## config.mk

```make
export PLATFORM = sky130hd
export DESIGN_NAME = dmem_port_arbiter
export DESIGN_NICKNAME = d
export VERILOG_FILES = /design/src/rtl/dmem_port_arbiter.sv
export SDC_FILE = /design/constraint.sdc
export NUM_CORES = 1
export LEC_CHECK = 0
export CAP_MARGIN = 40
export CORE_MARGIN = 2
export CORE_UTILIZATION = 34
export CTS_BUF_LIST = sky130_fd_sc_hd__clkbuf_4 sky130_fd_sc_hd__clkbuf_8 sky130_fd_sc_hd__clkbuf_16
export CTS_CLUSTER_DIAMETER = 30
export DETAILED_ROUTE_END_ITERATION = 8
export PLACE_DENSITY = 0.78
export SYNTH_ARGS = -nofsm -noshare
export SYNTH_HDL_FRONTEND = slang
export SYNTH_SLANG_ARGS = --single-unit
```

## constraint.sdc

```tcl
create_clock -name clk -period 3.9 [get_ports clk]
set_input_delay 0.975 -clock clk [delete_from_list [all_inputs] [get_ports clk]]
set_output_delay 0.975 -clock clk [all_outputs]
set_load 0.1 [all_outputs]
```

## src/rtl/dmem_port_arbiter.sv

```systemverilog
// Two-master arbiter/sequencer for the single data-memory port: latches one request per
// grant, screens alignment/range, drives the memory bus for one cycle, then returns data/error.
module dmem_port_arbiter #(
  parameter int DEPTH      = 256,
  parameter bit FIXED_PRIO = 1'b0
) (
  input  logic        clk,
  input  logic        rst,
  input  logic        m0_req,
  input  logic        m0_we,
  input  logic [31:0] m0_addr,
  input  logic [2:0]  m0_rw_type,
  input  logic [31:0] m0_wdata,
  output logic        m0_gnt,
  output logic        m0_rvalid,
  output logic [31:0] m0_rdata,
  output logic        m0_err,
  input  logic        m1_req,
  input  logic        m1_we,
  input  logic [31:0] m1_addr,
  input  logic [2:0]  m1_rw_type,
  input  logic [31:0] m1_wdata,
  output logic        m1_gnt,
  output logic        m1_rvalid,
  output logic [31:0] m1_rdata,
  output logic        m1_err,
  output logic        mem_wr_en,
  output logic        mem_rd_en,
  output logic [31:0] mem_addr,
  output logic [2:0]  mem_rw_type,
  output logic [31:0] mem_data_in,
  input  logic [31:0] mem_data_out
);

  typedef enum logic [1:0] {S_IDLE = 2'd0, S_ACCESS = 2'd1, S_RESP = 2'd2} state_t;

  localparam logic [30:0] DEPTH_W = 31'(DEPTH);

  state_t      state_q, state_d;
  logic        last_grant_q, idx_q, we_q, err_q;
  logic [31:0] addr_q, wdata_q, rdata_q;
  logic [2:0]  type_q;

  logic        win, latch_en, sel_we, sel_err;
  logic [31:0] sel_addr, sel_wdata;
  logic [2:0]  sel_type;

  // Winner selection and request screening happen on the raw inputs, ahead of the latch.
  always_comb begin
    win = m1_req;
    if (m0_req && m1_req) win = FIXED_PRIO ? 1'b0 : ~last_grant_q;
    sel_we    = win ? m1_we      : m0_we;
    sel_addr  = win ? m1_addr    : m0_addr;
    sel_type  = win ? m1_rw_type : m0_rw_type;
    sel_wdata = win ? m1_wdata   : m0_wdata;
    case (sel_type[1:0])
      2'b01:   sel_err = sel_addr[0];
      2'b10:   sel_err = |sel_addr[1:0];
      2'b11:   sel_err = 1'b1;
      default: sel_err = 1'b0;
    endcase
    if ({1'b0, sel_addr[31:2]} >= DEPTH_W) sel_err = 1'b1;
  end

  always_comb begin
    state_d     = state_q;
    latch_en    = 1'b0;
    m0_gnt      = 1'b0;
    m1_gnt      = 1'b0;
    m0_rvalid   = 1'b0;
    m1_rvalid   = 1'b0;
    m0_rdata    = '0;
    m1_rdata    = '0;
    m0_err      = 1'b0;
    m1_err      = 1'b0;
    mem_wr_en   = 1'b0;
    mem_rd_en   = 1'b0;
    mem_addr    = addr_q;
    mem_rw_type = type_q;
    mem_data_in = wdata_q;
    case (state_q)
      S_IDLE, S_RESP: begin
        if (state_q == S_RESP) begin
          m0_rvalid = ~idx_q;
          m1_rvalid = idx_q;
          m0_rdata  = idx_q ? '0 : rdata_q;
          m1_rdata  = idx_q ? rdata_q : '0;
          m0_err    = ~idx_q & err_q;
          m1_err    = idx_q & err_q;
        end
        if (m0_req || m1_req) begin
          latch_en = 1'b1;
          state_d  = S_ACCESS;
        end else begin
          state_d  = S_IDLE;
        end
      end
      S_ACCESS: begin
        state_d   = S_RESP;
        m0_gnt    = ~idx_q;
        m1_gnt    = idx_q;
        mem_wr_en = we_q & ~err_q;
        mem_rd_en = ~we_q & ~err_q;
      end
      default: state_d = S_IDLE;
    endcase
  end

  always_ff @(posedge clk or posedge rst) begin
    if (rst) begin
      state_q      <= S_IDLE;
      last_grant_q <= 1'b1;
      idx_q        <= 1'b0;
      we_q         <= 1'b0;
      err_q        <= 1'b0;
      addr_q       <= '0;
      type_q       <= '0;
      wdata_q      <= '0;
      rdata_q      <= '0;
    end else begin
      state_q <= state_d;
      if (latch_en) begin
        idx_q        <= win;
        last_grant_q <= win;
        we_q         <= sel_we;
        err_q        <= sel_err;
        addr_q       <= sel_addr;
        type_q       <= sel_type;
        wdata_q      <= sel_wdata;
      end
      // Read data is sampled at the same edge the store commits; stores and errors return 0.
      if (state_q == S_ACCESS) rdata_q <= (~we_q & ~err_q) ? mem_data_out : '0;
    end
  end

endmodule

```

==> reports/results.txt <==
core area -> 0.0144 mm^2
Nets -> 1,091
Max Buffers Root-to-Sink -> 2
vias in the first global route -> 5,603
max-cap violations -> 0
post-synth net total -> 735
Final Power -> 0.00524 W
Hold WC Path Type -> reg2reg
IO buf count -> 310
# placed instances -> 1,092
RSZ-0062 raised after global routing -> false
worst hold endpoint -> mem_rw_type[0]$_DFFE_PP0P_
CTS Buf Count -> 9
Area contributors post-synth -> dfrtp_1 52%, nand2_1 10%, a31oi_1 8.5%
initial antenna violation count -> 0
final wirelength -> 18,500 um
starting density of the core -> 0.346
Comb pwr share -> 0.560
ANT cells -> 0
first-pass GRT wire length -> 29,300 um
reg2reg path depth -> 6
switching power share of the total -> 0.438
Worst-Skew Late Latency -> 0.34 ns
EDFF count, synth -> 0
final core utilization -> 0.678
TritonRoute pass-1 iters -> 4
Residual DRC -> 0
DR vias -> 5,481
skew final -> 0.00867 ns
crit path max fanout -> 34
leakage -> 4.38 nW
Total GRT Usage -> 0.235
CP endpoint kind -> primary output
Tmin final -> 3.16 ns
CP required -> 2.92 ns
clock network power share -> 0.182
PostCTS Resize Cnt -> 0
post-CTS setup buffers -> 0
period utilisation layout -> 0.811
Peak VDD IR -> 0.425 mV
CP startpoint -> state_q[0]$_DFF_PP0_
worst hold stages -> 2
Non-Filler Instances -> 1,108
Worst EP arrival -> 2.19 ns
Cell variety after synth -> 30
Clock Sinks -> 105
row cnt -> 44
ANT nets after route -> 0
Mapped Avg Cell Area -> 8.86 um^2
register area share after synthesis -> 0.527
max-slew violation count -> 0
critical-path cell list -> inv_1, and3_1, and2_1, buf_4
Area Overhead vs Synth -> 96.0%
Initial DRC Count -> 298
Final Hold Fails -> 0
Power Internal -> 0.00295 W
Slowest cell on crit path -> and3_1
ratio of cells with drive above 1 in the final layout -> 0.190
root buffer cell -> clkbuf_16
Synth Warn # -> 0
Synth top area share -> 0.522
Worst Hold Launch -> mem_rw_type[0]$_DFFE_PP0P_
Final Wtd Congestion -> 0.853
ys async rst share -> 1.00
final setup vio count -> 0
Worst-path clk slew -> 0.07 ns
hold buffer count at cts -> 0
aggregate negative setup slack -> 0 ns
GRT Residual Overflow -> 0
Max Clk Rate -> 316 MHz
CTS H-tree lvls -> 3
R2R Setup Slk -> 1.88 ns
Switch Pwr -> 0.00229 W
Gate Count Post-Synth -> 563
Max-slew headroom -> 0.432
hpwl dp -> 14,400 um
Main synth FF type -> dfrtp_1
R2R Path End -> mem_addr[22]$_DFFE_PP0P_
largest net degree at the start of global routing -> 62
Die Span Y -> 125 um
critical path class -> reg2out
vias per cell -> 4.95
worst slew pin tran -> 0.853 ns
Routed WL per cell -> 16.7 um
CTS tree -> built
power per cell area -> 536 mW/mm^2
FF-to-FF Start -> state_q[0]$_DFF_PP0_
filler instances -> 1,084
Die ar. -> 0.0157 mm^2
num ports -> 311
#FFs+latches synth -> 105
dominant cell type by area after synthesis -> dfrtp_1
DIE WIDTH -> 125 um
biggest cell delay along the critical path -> 0.74 ns
final worst slack -> 0.736 ns
status -> completed
Reg power frac -> 0.259
Worst Setup Start Kind -> flop
Post-Syn Area -> 0.00499 mm^2
pre-CTS setup slack -> 0.848 ns
[routing by layer]
| metal | vias up | routed length [um] | GRT usage | share of wire |
|---|---|---|---|---|
| met5 | - | 0 | 0 | 0 |
| met4 | 0 | 619 | 0.0993 | 0.033 |
| met3 | 43 | 1250 | 0.0484 | 0.067 |
| met2 | 237 | 9440 | 0.417 | 0.51 |
| met1 | 2577 | 7240 | 0.277 | 0.39 |
| li1 | 2624 | - | - | - |
[critical path: cells and delay by family, from the launching register on]
family | cells | cell delay [ns]
buffers and inverters | 2 | 0.44
flip-flops | 1 | 0.41
AND/OR/NAND/NOR | 2 | 0.98
[flip-flops by register name, indices dropped and copies added (netlist names)]
| register | count |
|---|---|
| mem_addr | 32 |
| mem_data_in | 32 |
| rdata_q | 32 |
| mem_rw_type | 3 |
| state_q | 2 |
| err_q | 1 |
| idx_q | 1 |
| last_grant_q | 1 |
| we_q | 1 |
[cell type report]
cell class / count / area (um^2) / area share
sequential: 105 / 2630 / 0.269
multi-input combinational: 411 / 2180 / 0.223
tap: 184 / 230 / 0.0236
inverter: 4 / 20.0 / 0.00205
clock inverter: 5 / 62.6 / 0.00640
clock buffer: 11 / 253 / 0.0259
timing repair buffer: 388 / 4400 / 0.450
[synth_stat cells, drive strengths merged, types with 3 or more instances]
library cell	instances
a22o	33
a31oi	68
and2	67
buf	17
clkbuf	26
dfrtp	104
inv	4
nand2	137
nand2b	3
nand4	3
nor2	72
nor3	3
nor4	8
o21ai	5
[logic make-up (layout without fill, tap and decap cells)]
| kind of cell | after synthesis | after routing | synth area share |
|---|---|---|---|
| and+or+nand+nor | 297 | 297 | 0.268 |
| buffers and inverters | 47 | 408 | 0.0406 |
| muxes | 4 | 4 | 0.00928 |
| DFF | 105 | 105 | 0.527 |
| AOI/OAI and AO/OA | 110 | 110 | 0.155 |
[how the worst max path moves through the flow]
stage | to | slack (ns) | depth (start not counted)
6_report | m1_rdata[30] | 0.74 | 4
3_5_place_dp | mem_addr[22]$_DFFE_PP0P_ | 0.85 | 6
2_1_floorplan | err_q$_DFFE_PP0P_ | 0.17 | 1
3_3_place_gp | mem_data_in[31]$_DFFE_PP0P_ | 0.95 | 6
5_1_grt | m1_rdata[30] | 0.52 | 4
4_1_cts | m1_rdata[30] | 0.69 | 4
[power by group through the flow]
stage | logic (W) | registers (W) | clock network (W)
global placement | 0.00218 | 0.00137 | 0
CTS | 0.00295 | 0.00136 | 0.000973
floorplan | 0.000398 | 0.00252 | 0
detailed placement | 0.00294 | 0.00138 | 0
global route | 0.00303 | 0.00138 | 0.00102
finish | 0.00293 | 0.00135 | 0.000952
[metrics by stage]
stage / cell area, um^2 / hold slack, ns
floorplan: 4990 / 0.479
CTS: 9770 / 0.487
detailed placement: 9460 / 0.474
global placement: 8090 / 0.463
global route: 9770 / 0.509
finish: 9770 / 0.482
[layout by cell type, fill, tap and decap left out, drive strengths merged, types with 8 or more instances in the layout]
| cell type | count |
|---|---|
| clkdlybuf4s50 | 238 |
| buf | 150 |
| nand2 | 137 |
| dfrtp | 104 |
| nor2 | 72 |
| a31oi | 68 |
| and2 | 67 |
| a22o | 33 |
| clkbuf | 11 |
| nor4 | 8 |
Note: power is estimated with default switching activity, not from simulation.
